File: src/rtl/ssd_pkg.sv
// Seven-segment encoding constants and nibble encoder shared by the scan controller.
// All patterns are held in active-low form {a,b,c,d,e,f,g}, bit6 = a.
package ssd_pkg;

  localparam logic [6:0] SEG_0     = 7'b0000001;
  localparam logic [6:0] SEG_1     = 7'b1001111;
  localparam logic [6:0] SEG_2     = 7'b0010010;
  localparam logic [6:0] SEG_3     = 7'b0000110;
  localparam logic [6:0] SEG_4     = 7'b1001100;
  localparam logic [6:0] SEG_5     = 7'b0100100;
  localparam logic [6:0] SEG_6     = 7'b0100000;
  localparam logic [6:0] SEG_7     = 7'b0001111;
  localparam logic [6:0] SEG_8     = 7'b0000000;
  localparam logic [6:0] SEG_9     = 7'b0000100;
  localparam logic [6:0] SEG_A     = 7'b0001000;
  localparam logic [6:0] SEG_B     = 7'b1100000;
  localparam logic [6:0] SEG_C     = 7'b0110001;
  localparam logic [6:0] SEG_D     = 7'b1000010;
  localparam logic [6:0] SEG_E     = 7'b0110000;
  localparam logic [6:0] SEG_F     = 7'b0111000;
  localparam logic [6:0] SEG_DASH  = 7'b1111110;
  localparam logic [6:0] SEG_BLANK = 7'b1111111;

  function automatic logic [6:0] seg_encode(input logic [3:0] nibble);
    logic [6:0] pat;
    case (nibble)
      4'h0:    pat = SEG_0;
      4'h1:    pat = SEG_1;
      4'h2:    pat = SEG_2;
      4'h3:    pat = SEG_3;
      4'h4:    pat = SEG_4;
      4'h5:    pat = SEG_5;
      4'h6:    pat = SEG_6;
      4'h7:    pat = SEG_7;
      4'h8:    pat = SEG_8;
      4'h9:    pat = SEG_9;
      4'hA:    pat = SEG_A;
      4'hB:    pat = SEG_B;
      4'hC:    pat = SEG_C;
      4'hD:    pat = SEG_D;
      4'hE:    pat = SEG_E;
      default: pat = SEG_F;
    endcase
    return pat;
  endfunction

endpackage

File: src/rtl/bin2bcd_seq.sv
// Sequential double-dabble converter: one input bit per cycle, DIGITS BCD nibbles out,
// plus a flag for values that do not fit in DIGITS decimal digits.
module bin2bcd_seq #(
  parameter int unsigned BIN_W  = 13,
  parameter int unsigned DIGITS = 4
) (
  input  logic                  clk,
  input  logic                  rst_n,
  input  logic                  start,
  input  logic [BIN_W-1:0]      bin_in,
  output logic                  done,
  output logic [4*DIGITS-1:0]   bcd,
  output logic                  ovf
);

  localparam int unsigned NW = 4 * DIGITS;
  localparam int unsigned CW = $clog2(BIN_W + 1);

  function automatic logic [63:0] pow10(input int unsigned d);
    logic [63:0] r;
    r = 64'd1;
    for (int unsigned i = 0; i < d; i++) r = r * 64'd10;
    return r;
  endfunction

  localparam logic [63:0] LIMIT = pow10(DIGITS);

  // add-3 correction on every nibble >= 5, then shift in the next binary bit
  function automatic logic [NW-1:0] dabble(input logic [NW-1:0] b, input logic bit_in);
    logic [NW-1:0] t;
    t = b;
    for (int unsigned i = 0; i < DIGITS; i++)
      if (t[i*4 +: 4] >= 4'd5) t[i*4 +: 4] = t[i*4 +: 4] + 4'd3;
    return {t[NW-2:0], bit_in};
  endfunction

  logic [BIN_W-1:0] sh;
  logic [CW-1:0]    cnt;
  logic             run;

  // The first shift is folded into the start cycle so the conversion spans exactly BIN_W cycles
  always_ff @(posedge clk or negedge rst_n) begin
    if (!rst_n) begin
      sh  <= '0;
      cnt <= '0;
      run <= 1'b0;
      bcd <= '0;
      ovf <= 1'b0;
    end else if (start) begin
      sh  <= bin_in << 1;
      bcd <= dabble('0, bin_in[BIN_W-1]);
      cnt <= CW'(BIN_W - 1);
      run <= 1'b1;
      ovf <= (64'(bin_in) >= LIMIT);
    end else if (run) begin
      if (cnt != '0) begin
        bcd <= dabble(bcd, sh[BIN_W-1]);
        sh  <= sh << 1;
        cnt <= cnt - 1'b1;
      end else begin
        run <= 1'b0;
      end
    end
  end

  assign done = run && (cnt == '0);

endmodule

File: src/rtl/ssd_scan_ctrl.sv
// Multiplexed seven-segment controller: load/busy capture, decimal or hex conversion,
// atomic display register update, free-running digit scan with registered pin outputs.
module ssd_scan_ctrl
  import ssd_pkg::*;
#(
  parameter int unsigned DIGITS       = 4,
  parameter int unsigned BIN_W        = 13,
  parameter int unsigned REFRESH_BITS = 18,
  parameter int unsigned ACTIVE_LOW   = 1
) (
  input  logic              clk,
  input  logic              rst_n,
  input  logic              load,
  input  logic [BIN_W-1:0]  num,
  input  logic              hex_mode,
  input  logic              blank_lz,
  input  logic [DIGITS-1:0] dp_mask,
  output logic              busy,
  output logic [DIGITS-1:0] Anode,
  output logic [6:0]        LED_out,
  output logic              dp_out
);

  localparam int unsigned NW  = 4 * DIGITS;
  localparam int unsigned IW  = $clog2(DIGITS);
  localparam logic        INV = (ACTIVE_LOW != 0);

  typedef enum logic [1:0] {ST_IDLE, ST_DEC, ST_HEX} conv_state_t;

  conv_state_t       state;
  logic [63:0]       num_ext;
  logic [NW-1:0]     hex_val;
  logic              hex_ovf;
  logic [NW-1:0]     disp_nib;
  logic              disp_ovf;
  logic              disp_valid;
  logic              bcd_start;
  logic              bcd_done;
  logic [NW-1:0]     bcd_val;
  logic              bcd_ovf;

  assign num_ext   = 64'(num);
  assign bcd_start = (state == ST_IDLE) && load && !hex_mode;

  bin2bcd_seq #(.BIN_W(BIN_W), .DIGITS(DIGITS)) u_bcd (
    .clk    (clk),
    .rst_n  (rst_n),
    .start  (bcd_start),
    .bin_in (num),
    .done   (bcd_done),
    .bcd    (bcd_val),
    .ovf    (bcd_ovf)
  );

  // Handshake FSM: accept when idle, wait for conversion, commit result to display register
  always_ff @(posedge clk or negedge rst_n) begin
    if (!rst_n) begin
      state      <= ST_IDLE;
      busy       <= 1'b0;
      hex_val    <= '0;
      hex_ovf    <= 1'b0;
      disp_nib   <= '0;
      disp_ovf   <= 1'b0;
      disp_valid <= 1'b0;
    end else begin
      case (state)
        ST_IDLE: if (load) begin
          busy <= 1'b1;
          if (hex_mode) begin
            state   <= ST_HEX;
            hex_val <= num_ext[NW-1:0];
            hex_ovf <= |(num_ext >> NW);
          end else begin
            state <= ST_DEC;
          end
        end
        ST_DEC: if (bcd_done) begin
          disp_nib   <= bcd_val;
          disp_ovf   <= bcd_ovf;
          disp_valid <= 1'b1;
          busy       <= 1'b0;
          state      <= ST_IDLE;
        end
        ST_HEX: begin
          disp_nib   <= hex_val;
          disp_ovf   <= hex_ovf;
          disp_valid <= 1'b1;
          busy       <= 1'b0;
          state      <= ST_IDLE;
        end
        default: state <= ST_IDLE;
      endcase
    end
  end

  logic [REFRESH_BITS-1:0] pre;
  logic [IW-1:0]           idx;

  // Free-running scan: prescaler wrap steps the digit index from leftmost down to 0
  always_ff @(posedge clk or negedge rst_n) begin
    if (!rst_n) begin
      pre <= '0;
      idx <= IW'(DIGITS - 1);
    end else begin
      pre <= pre + 1'b1;
      if (&pre) idx <= (idx == '0) ? IW'(DIGITS - 1) : idx - 1'b1;
    end
  end

  logic [3:0]        cur_nib;
  logic              nz_at_or_above;
  logic [6:0]        seg_pat;
  logic              dp_on;
  logic [DIGITS-1:0] anode_oh;

  // Pattern selection for the digit currently being scanned (active-low form)
  always_comb begin
    cur_nib        = disp_nib[idx*4 +: 4];
    nz_at_or_above = 1'b0;
    for (int unsigned j = 0; j < DIGITS; j++)
      if (j >= 32'(idx) && disp_nib[j*4 +: 4] != 4'd0) nz_at_or_above = 1'b1;
    anode_oh = DIGITS'(1) << idx;
    seg_pat  = SEG_BLANK;
    dp_on    = 1'b0;
    if (disp_valid) begin
      dp_on = dp_mask[idx];
      if (disp_ovf)
        seg_pat = SEG_DASH;
      else if (blank_lz && idx != '0 && !nz_at_or_above)
        seg_pat = SEG_BLANK;
      else
        seg_pat = seg_encode(cur_nib);
    end
  end

  // Registered pin drivers with polarity applied
  always_ff @(posedge clk or negedge rst_n) begin
    if (!rst_n) begin
      Anode   <= {DIGITS{INV}};
      LED_out <= {7{INV}};
      dp_out  <= INV;
    end else begin
      Anode   <= anode_oh ^ {DIGITS{INV}};
      LED_out <= INV ? seg_pat : ~seg_pat;
      dp_out  <= INV ? ~dp_on : dp_on;
    end
  end

endmodule

File: config.mk
export PLATFORM = sky130hd
export DESIGN_NAME = ssd_scan_ctrl
export DESIGN_NICKNAME = d
export VERILOG_FILES = /design/src/rtl/ssd_pkg.sv /design/src/rtl/bin2bcd_seq.sv /design/src/rtl/ssd_scan_ctrl.sv
export SDC_FILE = /design/constraint.sdc
export NUM_CORES = 1
export LEC_CHECK = 0
export BUFFER_PORTS_ARGS = -buffer_cell sky130_fd_sc_hd__buf_2
export CORE_MARGIN = 3
export CORE_UTILIZATION = 54
export DETAILED_ROUTE_END_ITERATION = 10
export PLACE_DENSITY = 0.75
export SYNTH_ARGS = -nofsm -noshare
export SYNTH_HDL_FRONTEND = slang
export SYNTH_SLANG_ARGS = --single-unit
File: constraint.sdc
create_clock -name clk -period 2.3 [get_ports clk]
set_clock_uncertainty 0.2 [all_clocks]
set_input_delay 0 -clock clk [delete_from_list [all_inputs] [get_ports clk]]
set_output_delay 0 -clock clk [all_outputs]
set_load 0.01 [all_outputs]
==> summary.txt <==
area delta synth->final -> 14.06%
Max clock buf depth -> 2
clk_lat worst skew -> 360 ps
Ant. Diodes -> 0
Worst VDD drop -> 0.6983 mV
Post-DP HPWL -> 6.632 mm
Design Area, Final -> 0.005674 mm2
kind of end point of the critical path -> flip-flop
Internal -> 4.220 mW
Top FF cell, synth -> dfrtp_1
initial antenna violation count -> 0
final number of setup-violating endpoints -> 0
Overflow after GRT -> 0
Pre-Repair DR Iteration Count -> 5
vias in the first global route -> 3,479
sw power -> 2.649 mW
Worst Hold Slack -> -7.962 ps
DIE AREA -> 0.01040 mm2
register area share after synthesis -> 49.65%
CP peak stage delay -> 580 ps
Synth Area per Inst -> 10.61 um2
Post-Syn Nets -> 516
Initial Util -> 56.22%
Core Area -> 0.008848 mm2
Logic pwr share -> 42.2%
first-pass GRT wire length -> 16.17 mm
status -> finished with violations
Placed Area -> 0.005231 mm2
part of the power in the clock network -> 16.5%
mux cell area share after synthesis -> 11.14%
max-cap violations -> 0
Inserted Clock Buffers -> 9
FFs w/ async S/R, synth -> 100.0%
layout cells sized above 1 -> 20.83%
RD Place Congestion -> 0.8973
Tot Pwr -> 6.870 mW
IO Port Bufs -> 34
Leak -> 2.536 nW
most frequent cells in the layout -> 84 x dfrtp_1, 74 x nand2_1, 33 x buf_2
routed length per instance -> 14.87 um
TritonCTS Sinks -> 98
Clock Tree Root -> clkbuf_8
Hold Vio Cnt, Final -> 11
Slew headroom -> 51.92%
NumNets Final -> 575
Distinct cells, synth -> 51
fin crit share -> 95.92%
placement row count -> 34
Util after Layout -> 64.13%
# IOs -> 35
DRT antenna net count -> 0
CP max FO -> 8
Die Width -> 102.0 um
Post-synth EDFFs -> 0
CP required -> 2410 ps
CP Cell Sequence -> buf_4 -> mux4_1 -> dlygate4sd3_1 -> nand2_1
failing checks -> hold timing
fmax -> 0.4533 GHz
worst reg2reg path endpoint -> dp_out
power per cell area -> 1211 mW/mm2
largest net degree at the start of global routing -> 51
die span in y -> 102.0 um
Post-Synth Simple-Gate Area -> 13.41%
largest family of logic cells by synthesized area -> simple AND/OR/NAND/NOR gates
R2R depth -> 4
Hold Path Class -> in -> async
Clock transition at path regs -> 90 ps
register bit count reported by yosys -> 98
worst-margin pin slew -> 718.5 ps
RR Startpoint -> idx[0]
H-tree depth -> 3
Vias -> 3,494
Synth Area in XOR/XNOR -> 4.577%
slowest CP cell -> dlygate4sd3_1
Startpoint Class -> flip-flop
mapped cell area -> 0.004975 mm2
Yosys warning total -> 0
Seq pwr share -> 41.3%
sw frac -> 38.57%
# DRC -> 0
Slew Limit Fails -> 0
setup tns final -> 0 ps
Layout fillers -> 688
Adder-Cell Fraction of Synth Area -> 6.288%
R2R setup slack -> 90 ps
Crit Path Category -> reg -> reg
drt via density -> 5.451
gr usage total -> 19.67%
Post-Route WL -> 9.530 mm
CTS tree -> done
Synth Instances -> 469
Synth Area in Compound Gates -> 10.66%
Tmin final -> 2206 ps
commonest non-fill, non-tap cell in the layout -> dfrtp_1
Initial DRC Count -> 106
WP data arrival -> 2310 ps
[per-layer routing]
| metal | vias up | GRT usage [%] | share of wire (%) |
|---|---|---|---|
| met3 | 12 | 5.051 | 3.3 |
| met5 | - | 0 | 0 |
| met2 | 56 | 33.58 | 50 |
| met4 | 0 | 5.045 | 1.3 |
| met1 | 1695 | 25.08 | 45 |
| li1 | 1731 | - | - |
[power by group through the flow]
stage | sequential [mW] | combinational (mW) | clock (mW)
4_1_cts | 2.83 | 2.86 | 1.16
2_1_floorplan | 2.75 | 2.28 | 0
5_1_grt | 2.92 | 3.30 | 1.24
3_3_place_gp | 2.83 | 2.70 | 0
6_report | 2.83 | 2.90 | 1.14
3_5_place_dp | 2.86 | 2.82 | 0
[layout make-up]
cell class | count | area (um2) | share of cell area [%]
inverter | 24 | 93.84 | 1.654
clock inverter | 5 | 62.56 | 1.103
timing repair buffer | 67 | 473.0 | 8.335
tap | 108 | 135.1 | 2.381
sequential | 98 | 2470 | 43.53
clock buffer | 11 | 141.4 | 2.492
multi-input combinational | 328 | 2298 | 40.51
[worst max-delay path by stage]
| stage | from | endpoint | slack (ps) | depth (start not counted) |
|---|---|---|---|---|
| 6_report | idx[0] | dp_out | 90 | 4 |
| 5_1_grt | idx[0] | LED_out[6] | -2 | 7 |
| 2_1_floorplan | idx[0] | LED_out[6] | 50 | 8 |
| 4_1_cts | idx[0] | LED_out[6] | 40 | 7 |
| 3_5_place_dp | idx[0] | LED_out[6] | 50 | 7 |
| 3_3_place_gp | idx[0] | LED_out[6] | 120 | 7 |
[metrics by stage]
stage / worst slack (ps) / instances
after floorplan: 51.14 / 469
after global placement: 118.9 / 602
after detailed placement: 45.56 / 602
after CTS: 37.14 / 639
after global routing: -2.104 / 641
final: 93.85 / 641
[critical path: cells and delay by family (launching register included)]
family / cells / cell delay, ps
muxes: 1 / 560
DFF: 1 / 570
buffers and inverters: 2 / 770
and+or+nand+nor: 1 / 70
[cells by family (layout without fill, tap and decap cells)]
logic type	Yosys count	after routing
xor gates and xnor gates	26	26
AOI/OAI and AO/OA	85	85
and+or+nand+nor	147	147
buffers and inverters	43	107
muxes	45	45
DFF	98	98
adders and majority gates	25	25
[repair_timing]
| action | in CTS | in global routing |
|---|---|---|
| resized for setup | 0 | 4 |
| setup endpoints to repair | 0 | 17 |
| hold buffers | 21 | 0 |
| setup buffers | 0 | 2 |
| hold endpoints to repair | 147 | 0 |
[sequential cells by signal (all words and copies together), names as in the netlist, 2 cells and up]
| signal | cells |
|---|---|
| pre | 18 |
| disp_nib | 16 |
| u_bcd.bcd | 16 |
| hex_val | 13 |
| u_bcd.sh | 12 |
| LED_out | 7 |
| Anode | 4 |
| u_bcd.cnt | 4 |
| idx | 2 |
| state | 2 |
[cell usage after synthesis, types with 2 or more instances]
library cell | count | area, um2
dfrtp_1 | 84 | 2102
nand2_1 | 74 | 277.8
nor2_1 | 26 | 97.59
ha_1 | 25 | 312.8
a21oi_1 | 22 | 110.1
inv_1 | 22 | 82.58
mux2i_1 | 22 | 220.2
o21ai_0 | 20 | 100.1
xnor2_1 | 18 | 157.7
mux2_2 | 17 | 191.4
dfstp_2 | 14 | 367.9
nand3_1 | 12 | 60.06
a31oi_1 | 11 | 68.82
o21ai_1 | 9 | 45.04
a211oi_1 | 8 | 60.06
xor2_1 | 8 | 70.07
clkbuf_1 | 7 | 26.28
nand2b_1 | 7 | 43.79
buf_2 | 6 | 30.03
nand4_1 | 6 | 37.54
nor3_1 | 5 | 25.02
buf_6 | 4 | 45.04
nor4_1 | 4 | 25.02
nor3b_1 | 3 | 22.52
a22o_1 | 2 | 17.52
and3_1 | 2 | 12.51
mux2i_4 | 2 | 45.04
mux4_1 | 2 | 52.55
mux4_2 | 2 | 45.04
o21ai_2 | 2 | 17.52
o221ai_1 | 2 | 17.52
o31ai_1 | 2 | 15.01
Note: power is estimated with default switching activity, not from simulation.
